`src/rtl/bit_serializer_pkg.sv`:
```
// Shared definitions for the parallel-to-serial feeder: state encoding and
// the counter sizing rule used by the top level.
package bit_serializer_pkg;

  typedef enum logic [1:0] {
    ST_IDLE  = 2'b00,
    ST_SHIFT = 2'b01,
    ST_GAP   = 2'b10
  } state_e;

  // Counters must hold WIDTH-1 and GAP-1, so size for the larger span.
  function automatic int cnt_width(input int width, input int gap);
    int span;
    span = (width > gap + 1) ? width : gap + 1;
    return (span > 1) ? $clog2(span) : 1;
  endfunction

endpackage

```
`src/rtl/bit_serializer_hold.sv`:
```
// One-deep holding register that parks the next word while the current one
// is shifting; a write on the same edge as a take keeps the buffer full.
module word_hold_buffer #(
  parameter int WIDTH = 8
) (
  input  logic             clock,
  input  logic             reset,
  input  logic             wr_valid,
  input  logic [WIDTH-1:0] wr_data,
  output logic             wr_ready,
  input  logic             take,
  output logic             full,
  output logic [WIDTH-1:0] data
);

  logic             full_r;
  logic [WIDTH-1:0] data_r;

  // Capture a parked word, release it when the shifter takes it
  always_ff @(posedge clock) begin
    if (reset) begin
      full_r <= 1'b0;
      data_r <= {WIDTH{1'b0}};
    end else if (wr_valid) begin
      full_r <= 1'b1;
      data_r <= wr_data;
    end else if (take) begin
      full_r <= 1'b0;
    end
  end

  assign wr_ready = ~full_r;
  assign full     = full_r;
  assign data     = data_r;

endmodule

```
`src/rtl/bit_serializer.sv`:
```
// Parallel-to-serial feeder: words arrive over valid/ready and leave MSB-first
// on x_out, separated by GAP idle bit-times, with one word of look-ahead.
module bit_serializer
  import bit_serializer_pkg::*;
#(
  parameter int   WIDTH    = 8,
  parameter int   GAP      = 1,
  parameter logic IDLE_BIT = 1'b0
) (
  input  logic             clock,
  input  logic             reset,
  input  logic [WIDTH-1:0] data_in,
  input  logic             load_valid,
  output logic             load_ready,
  output logic             x_out,
  output logic             bit_valid,
  output logic             frame_start,
  output logic             busy
);

  localparam int             CNT_W    = cnt_width(WIDTH, GAP);
  localparam logic [CNT_W-1:0] BIT_LOAD = CNT_W'(WIDTH - 1);
  localparam logic [CNT_W-1:0] GAP_LOAD = CNT_W'((GAP > 0) ? GAP - 1 : 0);
  localparam logic [CNT_W-1:0] CNT_ONE  = CNT_W'(1);
  localparam logic [CNT_W-1:0] CNT_ZERO = CNT_W'(0);

  state_e           state_r, state_nxt_s;
  logic [WIDTH-1:0] shreg_r, shreg_nxt_s;
  logic [CNT_W-1:0] bit_cnt_r, bit_cnt_nxt_s;
  logic [CNT_W-1:0] gap_cnt_r, gap_cnt_nxt_s;
  logic             x_out_r, bit_valid_r, frame_start_r;
  logic             x_nxt_s, bit_valid_nxt_s, frame_start_nxt_s;

  logic             accept_s, direct_s, take_s;
  logic             hold_ready_s, hold_full_s;
  logic [WIDTH-1:0] hold_data_s;

  assign accept_s = load_valid & hold_ready_s;

  word_hold_buffer #(.WIDTH(WIDTH)) u_hold (
    .clock    (clock),
    .reset    (reset),
    .wr_valid (accept_s & ~direct_s),
    .wr_data  (data_in),
    .wr_ready (hold_ready_s),
    .take     (take_s),
    .full     (hold_full_s),
    .data     (hold_data_s)
  );

  // State, datapath and registered output update
  always_ff @(posedge clock) begin
    if (reset) begin
      state_r       <= ST_IDLE;
      shreg_r       <= {WIDTH{1'b0}};
      bit_cnt_r     <= CNT_ZERO;
      gap_cnt_r     <= CNT_ZERO;
      x_out_r       <= IDLE_BIT;
      bit_valid_r   <= 1'b0;
      frame_start_r <= 1'b0;
    end else begin
      state_r       <= state_nxt_s;
      shreg_r       <= shreg_nxt_s;
      bit_cnt_r     <= bit_cnt_nxt_s;
      gap_cnt_r     <= gap_cnt_nxt_s;
      x_out_r       <= x_nxt_s;
      bit_valid_r   <= bit_valid_nxt_s;
      frame_start_r <= frame_start_nxt_s;
    end
  end

  // Next-state: a frame boundary with an empty hold takes a fresh word straight
  // into the shifter, so a word offered on that edge never stalls in IDLE.
  always_comb begin
    state_nxt_s   = state_r;
    shreg_nxt_s   = shreg_r;
    bit_cnt_nxt_s = bit_cnt_r;
    gap_cnt_nxt_s = gap_cnt_r;
    take_s        = 1'b0;
    direct_s      = 1'b0;
    case (state_r)
      ST_IDLE: begin
        if (hold_full_s) begin
          state_nxt_s   = ST_SHIFT;
          shreg_nxt_s   = hold_data_s;
          bit_cnt_nxt_s = BIT_LOAD;
          take_s        = 1'b1;
        end else if (accept_s) begin
          state_nxt_s   = ST_SHIFT;
          shreg_nxt_s   = data_in;
          bit_cnt_nxt_s = BIT_LOAD;
          direct_s      = 1'b1;
        end else begin
          state_nxt_s = ST_IDLE;
        end
      end
      ST_SHIFT: begin
        if (bit_cnt_r != CNT_ZERO) begin
          shreg_nxt_s   = {shreg_r[WIDTH-2:0], 1'b0};
          bit_cnt_nxt_s = bit_cnt_r - CNT_ONE;
        end else if (GAP > 0) begin
          state_nxt_s   = ST_GAP;
          gap_cnt_nxt_s = GAP_LOAD;
        end else if (hold_full_s) begin
          shreg_nxt_s   = hold_data_s;
          bit_cnt_nxt_s = BIT_LOAD;
          take_s        = 1'b1;
        end else if (accept_s) begin
          shreg_nxt_s   = data_in;
          bit_cnt_nxt_s = BIT_LOAD;
          direct_s      = 1'b1;
        end else begin
          state_nxt_s = ST_IDLE;
        end
      end
      ST_GAP: begin
        if (gap_cnt_r != CNT_ZERO) begin
          gap_cnt_nxt_s = gap_cnt_r - CNT_ONE;
        end else if (hold_full_s) begin
          state_nxt_s   = ST_SHIFT;
          shreg_nxt_s   = hold_data_s;
          bit_cnt_nxt_s = BIT_LOAD;
          take_s        = 1'b1;
        end else if (accept_s) begin
          state_nxt_s   = ST_SHIFT;
          shreg_nxt_s   = data_in;
          bit_cnt_nxt_s = BIT_LOAD;
          direct_s      = 1'b1;
        end else begin
          state_nxt_s = ST_IDLE;
        end
      end
      default: begin
        state_nxt_s = ST_IDLE;
      end
    endcase
  end

  // Output decode of the upcoming state, registered above
  always_comb begin
    x_nxt_s           = IDLE_BIT;
    bit_valid_nxt_s   = 1'b0;
    frame_start_nxt_s = 1'b0;
    if (state_nxt_s == ST_SHIFT) begin
      x_nxt_s           = shreg_nxt_s[WIDTH-1];
      bit_valid_nxt_s   = 1'b1;
      frame_start_nxt_s = (bit_cnt_nxt_s == BIT_LOAD);
    end else begin
      x_nxt_s           = IDLE_BIT;
      bit_valid_nxt_s   = 1'b0;
      frame_start_nxt_s = 1'b0;
    end
  end

  assign x_out       = x_out_r;
  assign bit_valid   = bit_valid_r;
  assign frame_start = frame_start_r;
  assign load_ready  = hold_ready_s;
  assign busy        = (state_r != ST_IDLE) | hold_full_s;

endmodule

```
`config.mk`:
```
export PLATFORM = sky130hd
export DESIGN_NAME = bit_serializer
export DESIGN_NICKNAME = d
export VERILOG_FILES = /design/src/rtl/bit_serializer_pkg.sv /design/src/rtl/bit_serializer_hold.sv /design/src/rtl/bit_serializer.sv
export SDC_FILE = /design/constraint.sdc
export NUM_CORES = 1
export LEC_CHECK = 0
export CORE_ASPECT_RATIO = 0.9
export CORE_MARGIN = 3
export CORE_UTILIZATION = 45
export DETAILED_ROUTE_END_ITERATION = 16
export PLACE_DENSITY = 0.66
export SLEW_MARGIN = 20
export SYNTH_ARGS = -nofsm -noshare
export SYNTH_HDL_FRONTEND = slang
export SYNTH_HIERARCHICAL = 1
export SYNTH_SLANG_ARGS = --single-unit
```
`constraint.sdc`:
```
create_clock -name clock -period 3.85 [get_ports clock]
set_clock_uncertainty 0.05 [all_clocks]
set_input_delay 0.385 -clock clock [delete_from_list [all_inputs] [get_ports clock]]
set_output_delay 0.385 -clock clock [all_outputs]
set_load 0.02 [all_outputs]
```
==> results of run 1 <==
==> report_power, final <==
group / total [mW] / switching [mW] / leakage [nW] / internal, mW
Combinational: 0.234 / 0.123 / 0.336 / 0.111
Sequential: 0.360 / 0.0393 / 0.221 / 0.321
Clock: 0.121 / 0.0806 / 0.0150 / 0.0406
==> cells in the final DEF, fill, tap and decap left out <==
cell	count
o31a_1	1
o22ai_1	1
o21ai_0	4
a32oi_1	1
nor3_2	1
mux2i_1	9
a211o_1	6
a21o_2	1
and3_1	6
nand2_1	10
nor4b_1	1
nor2b_4	1
clkbuf_1	1
o211ai_1	6
nor2b_2	1
xnor2_1	1
nor2b_1	1
inv_1	10
a21oi_1	9
nor2_1	21
a22oi_1	2
nor3_1	1
clkbuf_4	3
nor2_2	1
clkdlybuf4s50_1	15
a311oi_1	7
nor3b_1	2
ha_1	4
or3_1	1
and2_1	1
or3_2	1
o32ai_1	1
nand2b_1	2
nand3_1	3
dfxtp_1	27
==> sequential cells by signal (all words and copies together) (netlist names) <==
name,cells
x_out,1
u_hold/data,8
state_r,2
u_hold/full,1
bit_valid,1
shreg_r,7
bit_cnt_r,3
frame_start,1
gap_cnt_r,3
==> cells by family (layout without fill, tap and decap cells) <==
| kind of cell | count (synthesis) | in the layout |
|---|---|---|
| simple gates | 54 | 54 |
| compound gates | 39 | 39 |
| flops | 27 | 27 |
| buf+inv | 21 | 29 |
| mux | 9 | 9 |
| fa+ha+maj | 4 | 4 |
| xor+xnor | 1 | 1 |
==> final cells by class <==
| class | count | area [sq um] | share of cell area [%] |
|---|---|---|---|
| multi-input cells | 107 | 704.4 | 46.68 |
| inverters | 10 | 37.54 | 2.488 |
| repair buffers | 15 | 150.1 | 9.950 |
| clock buffers | 4 | 26.28 | 1.741 |
| flip-flops and latches | 27 | 540.5 | 35.82 |
| well taps | 40 | 50.05 | 3.317 |
==> worst max path at each step <==
stage                                             end  depth (start not counted)
after global routing      u_hold/data[6]$_SDFFE_PP0P_                          8
after CTS                 u_hold/data[6]$_SDFFE_PP0P_                          8
after floorplan           u_hold/data[0]$_SDFFE_PP0P_                          9
after global placement    u_hold/data[2]$_SDFFE_PP0P_                          5
final                     u_hold/data[6]$_SDFFE_PP0P_                          8
after detailed placement  u_hold/data[6]$_SDFFE_PP0P_                          5
==> cells in the mapped netlist, drive strengths merged <==
cell and number:
a211o 6, a21o 1, a21oi 9, a22oi 2, a311oi 7, a32oi 1, and2 1, and3 6
buf 7, clkbuf 3, dfxtp 27, dlygate4sd1 1, ha 4, inv 10, mux2i 9, nand2 10
nand2b 2, nand3 3, nor2 22, nor2b 3, nor3 2, nor3b 2, nor4b 1, o211ai 6
o21ai 4, o22ai 1, o31a 1, o32ai 1, or3 2, xnor2 1
==> worst reg2reg max path, cell delays in order, from the launching register on <==
cell and delay, ns:
dfxtp_1 0.37, inv_1 0.05, ha_1 0.20, ha_1 0.24, nor2b_4 0.17, nor2_2 0.10, a21oi_1 0.81, mux2i_1 0.27
nor2_1 0.06
==> routing by layer <==
layer / vias up / wire [um] / share of wire (%)
met1: 518 / 1347 / 51
met3: 2 / 120 / 4.5
met2: 24 / 1159 / 44
met5: - / 0 / 0
li1: 568 / - / -
met4: 0 / 15 / 0.57
==> per-stage QoR <==
stage | hold WS [ns] | worst slack (ns)
global placement | 0.4195 | 1.317
CTS | 0.4488 | 1.325
finish | 0.4491 | 1.390
floorplan | 0.4068 | 2.125
global route | 0.4906 | 1.171
detailed placement | 0.4302 | 1.239
==> key figures, run 1 <==
Job
  – Maxcap violations: 0

Clock tree
  – Clock Sinks: 27
  – Clock Path Buffers: 2
  – Post-CTS sizing: 0
  – H-tree depth: 1
  – CTS tree: done
  – Clock Pin Slew Worst Setup and Hold Paths: 0.14 ns
  – Post-CTS Setup Bufs: 0
  – Worst-Skew Late Latency: 0.32 ns
  – Hold-fix buffers, CTS: 0
  – Clock Tree Root: clkbuf_4
  – Total CTS buffers: 3

GRT
  – Largest net degree at the start of global routing: 26
  – GRT Util Overall: 16.17%
  – GR peak layer: met2
  – Vias in the first global route: roughly 1000
  – Grt ovf: 0
  – First-pass GRT wire length: 4816 um
  – Initial antenna violation count: 0
  – Met2 usage: 24.74%
  – Met3 usage: under 10%
  – Met1 GRT Util: 22.91%

Worst setup path
  – R2R Path Start: gap_cnt_r[0]$_SDFFE_PP0P_
  – R2r setup slk: 1.39 ns
  – Worst Setup Start Kind: register
  – Largest stage delay, worst path: 0.81 ns
  – Most used cell, CP: ha_1
  – CP bufs+invs: 1
  – WS Path Type: register to register
  – Reg2reg path depth: 8
  – R2r endpoint: u_hold/data[6]$_SDFFE_PP0P_
  – Worst-path maximum fanout: 9
  – Max stage delay cell, worst path: a21oi_1
  – Crit end category: register
  – CP Launch Point: gap_cnt_r[0]$_SDFFE_PP0P_
  – Worst path arrival time: 2.60 ns
  – Worst path top cell family by delay: compound AO/OA/AOI/OAI gates
  – CP required: 3.99 ns
  – Critical-path cell list: inv_1 > ha_1 > ha_1 > nor2b_4 > nor2_2 > a21oi_1 > mux2i_1 > nor2_1

Timing
  – Worst slew pin tran: about 0.98 ns
  – F_max: 406.4 MHz
  – Final Hold Viols: 0
  – # setup viols final: 0
  – Setup TNS: 0 ns
  – Period minus WS final: 2.460 ns
  – Slew headroom: between 30% and 40%
  – Max Slew Vio Count: 0
  – Final worst-path cycle share: 63.91%
  – RSZ-0062 raised after global routing: no

Final layout
  – FILL cells: between 200 and 300
  – Area grow syn2layout: 10.64%
  – Fin cells: 203
  – Antenna cells: 0
  – Final Util: 53.60%
  – Share of layout cells above drive strength 1: 5.521%
  – Final instance area: between 1500 and 2000 sq um
  – NumNets Final: 179

Placement
  – Dpl cells: between 150 and 200
  – Hpwl dp: roughly 2000 um
  – Placer Congestion: ~0.84
  – Area after DPL: 1483 sq um
  – Port bufs: 15

Die
  – Initial Util: 48.44%
  – Die extent in x: around 64 um
  – I/O Pins: 16
  – Die area: 3728 sq um
  – Die Y: 58.23 um
  – Floorplan Core Area: 2815 sq um
  – Rows: 18

Yosys
  – Mapped Nets: 170
  – Yosys top cell by area: dfxtp_1
  – Post-synthesis xor/xnor area fraction: 0.6422%
  – Synthesized area: 1364 sq um
  – Seq cells post-synth: 27
  – Sequential fraction of the synthesis area: 39.63%
  – Synth Area in Compound Gates: 20.55%
  – Yosys warnings: 6
  – Mux cell area share after synthesis: 6.606%
  – Synth top area share: 39.63%
  – Top cells by area, synth: dfxtp_1 40%, mux2i_1 6.6%, nor2_1 5.8%
  – Synth unique cells: 39
  – Largest family of logic cells by synthesized area: compound AO/OA/AOI/OAI gates
  – Cells after Synth: 155
  – Post-synthesis area per instance: 8.799 sq um
  – Simple logic cell fraction of the synthesized area: about a fifth
  – Post-Synth Adder-Cell Area: 3.670%

Pwr
  – Leakage Power: 0.5721 nW
  – Power Total: 0.7153 mW
  – Worst vdd ir: 0.2596 mV
  – Pwr Density: 474.0 nW/um^2

Detailed routing
  – 1st-iter DRT viols: 54
  – Drt via density: ~5.5
  – Drt drc: 0
  – DR vias: 1112
  – Drt total wl: 2642 um
  – Drt wl/cell: 13.01 um
  – Post-route ant nets: 0
  – Drt pass-1 iters: 4

Run status
  – Status: finished, final reports clean

Hold path
  – Hold Crit Class: register to register
  – Hold depth: 2
  – Hold Crit Start: shreg_r[0]$_SDFFE_PP0P_
  – Hold endpoint: shreg_r[1]$_SDFFE_PP0P_
Power figures use the tool's default switching activity.
==> run 2: changes to the inputs <==
--- a/config.mk
+++ b/config.mk
@@ -9,7 +9,7 @@
 export CORE_MARGIN = 3
 export CORE_UTILIZATION = 45
 export DETAILED_ROUTE_END_ITERATION = 16
-export PLACE_DENSITY = 0.66
+export PLACE_DENSITY = 0.69
 export SLEW_MARGIN = 20
 export SYNTH_ARGS = -nofsm -noshare
 export SYNTH_HDL_FRONTEND = slang
==> constraint.sdc (replaced) <==
create_clock -name clock -period 2.1 [get_ports clock]
set_clock_uncertainty 0.05 [all_clocks]
set_input_delay 0.21 -clock clock [delete_from_list [all_inputs] [get_ports clock]]
set_output_delay 0.21 -clock clock [all_outputs]
set_load 0.02 [all_outputs]
==> key figures, run 2 (synthesis gave the netlist of run 1 again) <==
Final layout
  – NumNets Final: 186 (+3.9%)
  – Most frequent cells in the layout: 27 x dfxtp_1, 21 x nor2_1, 14 x clkdlybuf4s50_1
  – Area grow syn2layout: 15.50%
  – FILL cells: 270 (-4.6%)
  – Antenna cells: 0 (unchanged)
  – Share of layout cells above drive strength 1: 11.18% (+5.7 points)
  – Max reg flops: 8 (unchanged)
  – Fin cells: 210 (+3.4%)
  – Most common cell after layout, fill and taps aside: dfxtp_1

Timing
  – Period minus WS final: between 1.5 and 2 ns
  – Final Hold Viols: 0 (unchanged)
  – # setup viols final: 0 (unchanged)
  – RSZ-0062 raised after global routing: no
  – F_max: 506.2 MHz
  – Final worst-path cycle share: a little over nine tenths
  – Slew headroom: 59.55% (+25 points)
  – Setup TNS: 0 ns (unchanged)
  – PnR worst setup slack: 0.1244 ns (-1.265 ns)
  – Max Slew Vio Count: 0 (unchanged)
  – Worst slew pin tran: 0.6048 ns (-0.3795 ns)

Detailed routing
  – Drt total wl: 3000 um (+14%)
  – Drt drc: 0 (unchanged)
  – Drt via density: 5.514 (+0.67%)
  – M1 WL: 1365 um (+1.3%)
  – Max Used Layer: met4
  – Drt wl/cell: 14.29 um (+9.8%)
  – 1st-iter DRT viols: 56 (+3.7%)
  – DR vias: 1158 (+4.1%)
  – Post-route ant nets: 0 (unchanged)
  – Drt pass-1 iters: 4 (unchanged)
  – Routed wl met3: 175 um (+46%)
  – Met2 wire len: 1422 um (+23%)

Run status
  – Status: finished, final reports clean

Pwr
  – Pwr Density: 859.0 nW/um^2 (+81%)
  – Clk network pwr share: 16.5% (-0.4 points)
  – Sequential power share: 47.8% (-2.6 points)
  – Worst vdd ir: 0.4296 mV (+66%)
  – Logic gate share of total power: 35.7% (+3.0 points)
  – Pint: 0.8850 mW (+87%)
  – Switching share of power: 34.59% (+0.70 points)
  – Psw: 0.4681 mW (+93%)
  – Leakage Power: 0.6305 nW (+10%)

Die
  – I/O Pins: 16 (unchanged)
  – Die extent in x: 64.03 um (unchanged)
  – Die area: 3728 sq um (unchanged)
  – Floorplan Core Area: 2815 sq um (unchanged)
  – Rows: 18 (unchanged)
  – Die Y: 58.23 um (unchanged)
  – Initial Util: 48.44% (unchanged)

Worst setup path
  – Worst-path maximum fanout: 11 (+2)
  – R2R Path Start: gap_cnt_r[0]$_SDFFE_PP0P_
  – Worst path arrival time: 1.72 ns (-0.88 ns)
  – WS Path Type: register to output pin
  – R2r endpoint: u_hold/data[0]$_SDFFE_PP0P_
  – CP required: 1.84 ns (-2.15 ns)
  – Crit end category: output pin
  – Reg2reg path depth: 9 (+1)
  – Worst Setup Start Kind: register
  – R2r setup slk: 0.20 ns (-1.19 ns)

Clock tree
  – Clock Tree Root: clkbuf_4
  – Clock Sinks: 27 (unchanged)
  – Post-CTS sizing: 0 (unchanged)
  – CTS tree: done
  – Clock Pin Slew Worst Setup and Hold Paths: 0.15 ns (about the same)
  – Worst-Skew Late Latency: 0.33 ns (about the same)
  – Clock Path Buffers: 2 (unchanged)
  – H-tree depth: 1 (unchanged)
  – Post-CTS Setup Bufs: 0 (unchanged)
  – Hold-fix buffers, CTS: 0 (unchanged)
  – Total CTS buffers: 3 (unchanged)

Job
  – Maxcap violations: 0 (unchanged)

Placement
  – Pre-CTS setup slack: 0.1290 ns (-1.110 ns)
  – Port bufs: 15 (unchanged)
  – Hpwl dp: 2292 um (+13%)
  – Placer Congestion: 0.8259 (-1.9%)
  – Dpl cells: 206 (+3.5%)

GRT
  – Initial antenna violation count: 0 (unchanged)
  – Vias in the first global route: 1151 (+10%)
  – GRT Util Overall: 17.73% (+1.6 points)
  – Grt ovf: 0 (unchanged)
  – First-pass GRT wire length: 5257 um (+9.2%)
  – Largest net degree at the start of global routing: 16 (-38%)

Hold path
  – Hold Crit Class: register to register
  – Hold Crit Start: shreg_r[1]$_SDFFE_PP0P_
  – Hold endpoint: shreg_r[2]$_SDFFE_PP0P_
  – Hold depth: 2 (unchanged)
run 2: cell types whose count changed in the layout (fill, tap and decap cells not counted), sizes merged:
| cell | before | now |
|---|---|---|
| buf | 0 | 7 |
| clkbuf | 4 | 3 |
| clkdlybuf4s50 | 15 | 14 |
| clkinv | 0 | 1 |
| dlymetal6s2s | 0 | 1 |
run 2: worst max-delay path: stages (launching register included):
cell and delay (ns):
dfxtp_1 0.42, inv_1 0.28, clkdlybuf4s50_1 0.68
run 2: routing by layer:
metal	vias to the layer above	GRT usage (%)
met4	0	4.308
li1	579	-
met5	-	0
met2	34	30.04
met3	4	4.457
met1	541	22.65
run 2: area by class of cell:
type,instances,area (sq um),area share (%)
Clock buffer,3,22.52,1.430
Clock inverter,1,5.005,0.3177
Inverter,10,37.54,2.383
Multi-Input combinational cell,107,714.4,45.35
Sequential cell,27,540.5,34.31
Timing Repair Buffer,22,205.2,13.03
Tap cell,40,50.05,3.177
run 2: worst max path at each step:
stage                              startpoint                           to  slack [ns]  depth (start not counted)
floorplan           gap_cnt_r[0]$_SDFFE_PP0P_  u_hold/data[0]$_SDFFE_PP0P_        0.37                          9
global placement    gap_cnt_r[0]$_SDFFE_PP0P_  u_hold/data[3]$_SDFFE_PP0P_        0.19                          9
detailed placement    bit_cnt_r[0]$_SDFF_PP0_      shreg_r[5]$_SDFFE_PP0P_        0.13                          6
CTS                     state_r[1]$_SDFF_PP0_                         busy        0.05                          2
global route        gap_cnt_r[0]$_SDFFE_PP0P_  u_hold/data[3]$_SDFFE_PP0P_        0.05                          9
finish               u_hold/full$_SDFFE_PP0P_                   load_ready        0.12                          2
run 2: stage by stage:
step	util, %	instance area (sq um)	hold WS (ns)	power (mW)
after floorplan	-	1364	0.3072	1.004
after global placement	54.53	1535	0.4175	1.119
after detailed placement	54.53	1535	0.4295	1.135
after CTS	55.51	1563	0.4438	1.361
after global routing	55.96	1575	0.4556	1.449
final	55.96	1575	0.4429	1.353
run 2: power by group through the flow:
stage	Clock (mW)	Combinational, mW	Sequential, mW
floorplan	0	0.352	0.652
global placement	0	0.466	0.653
detailed placement	0	0.478	0.657
CTS	0.236	0.480	0.645
global route	0.257	0.535	0.657
finish	0.223	0.484	0.647
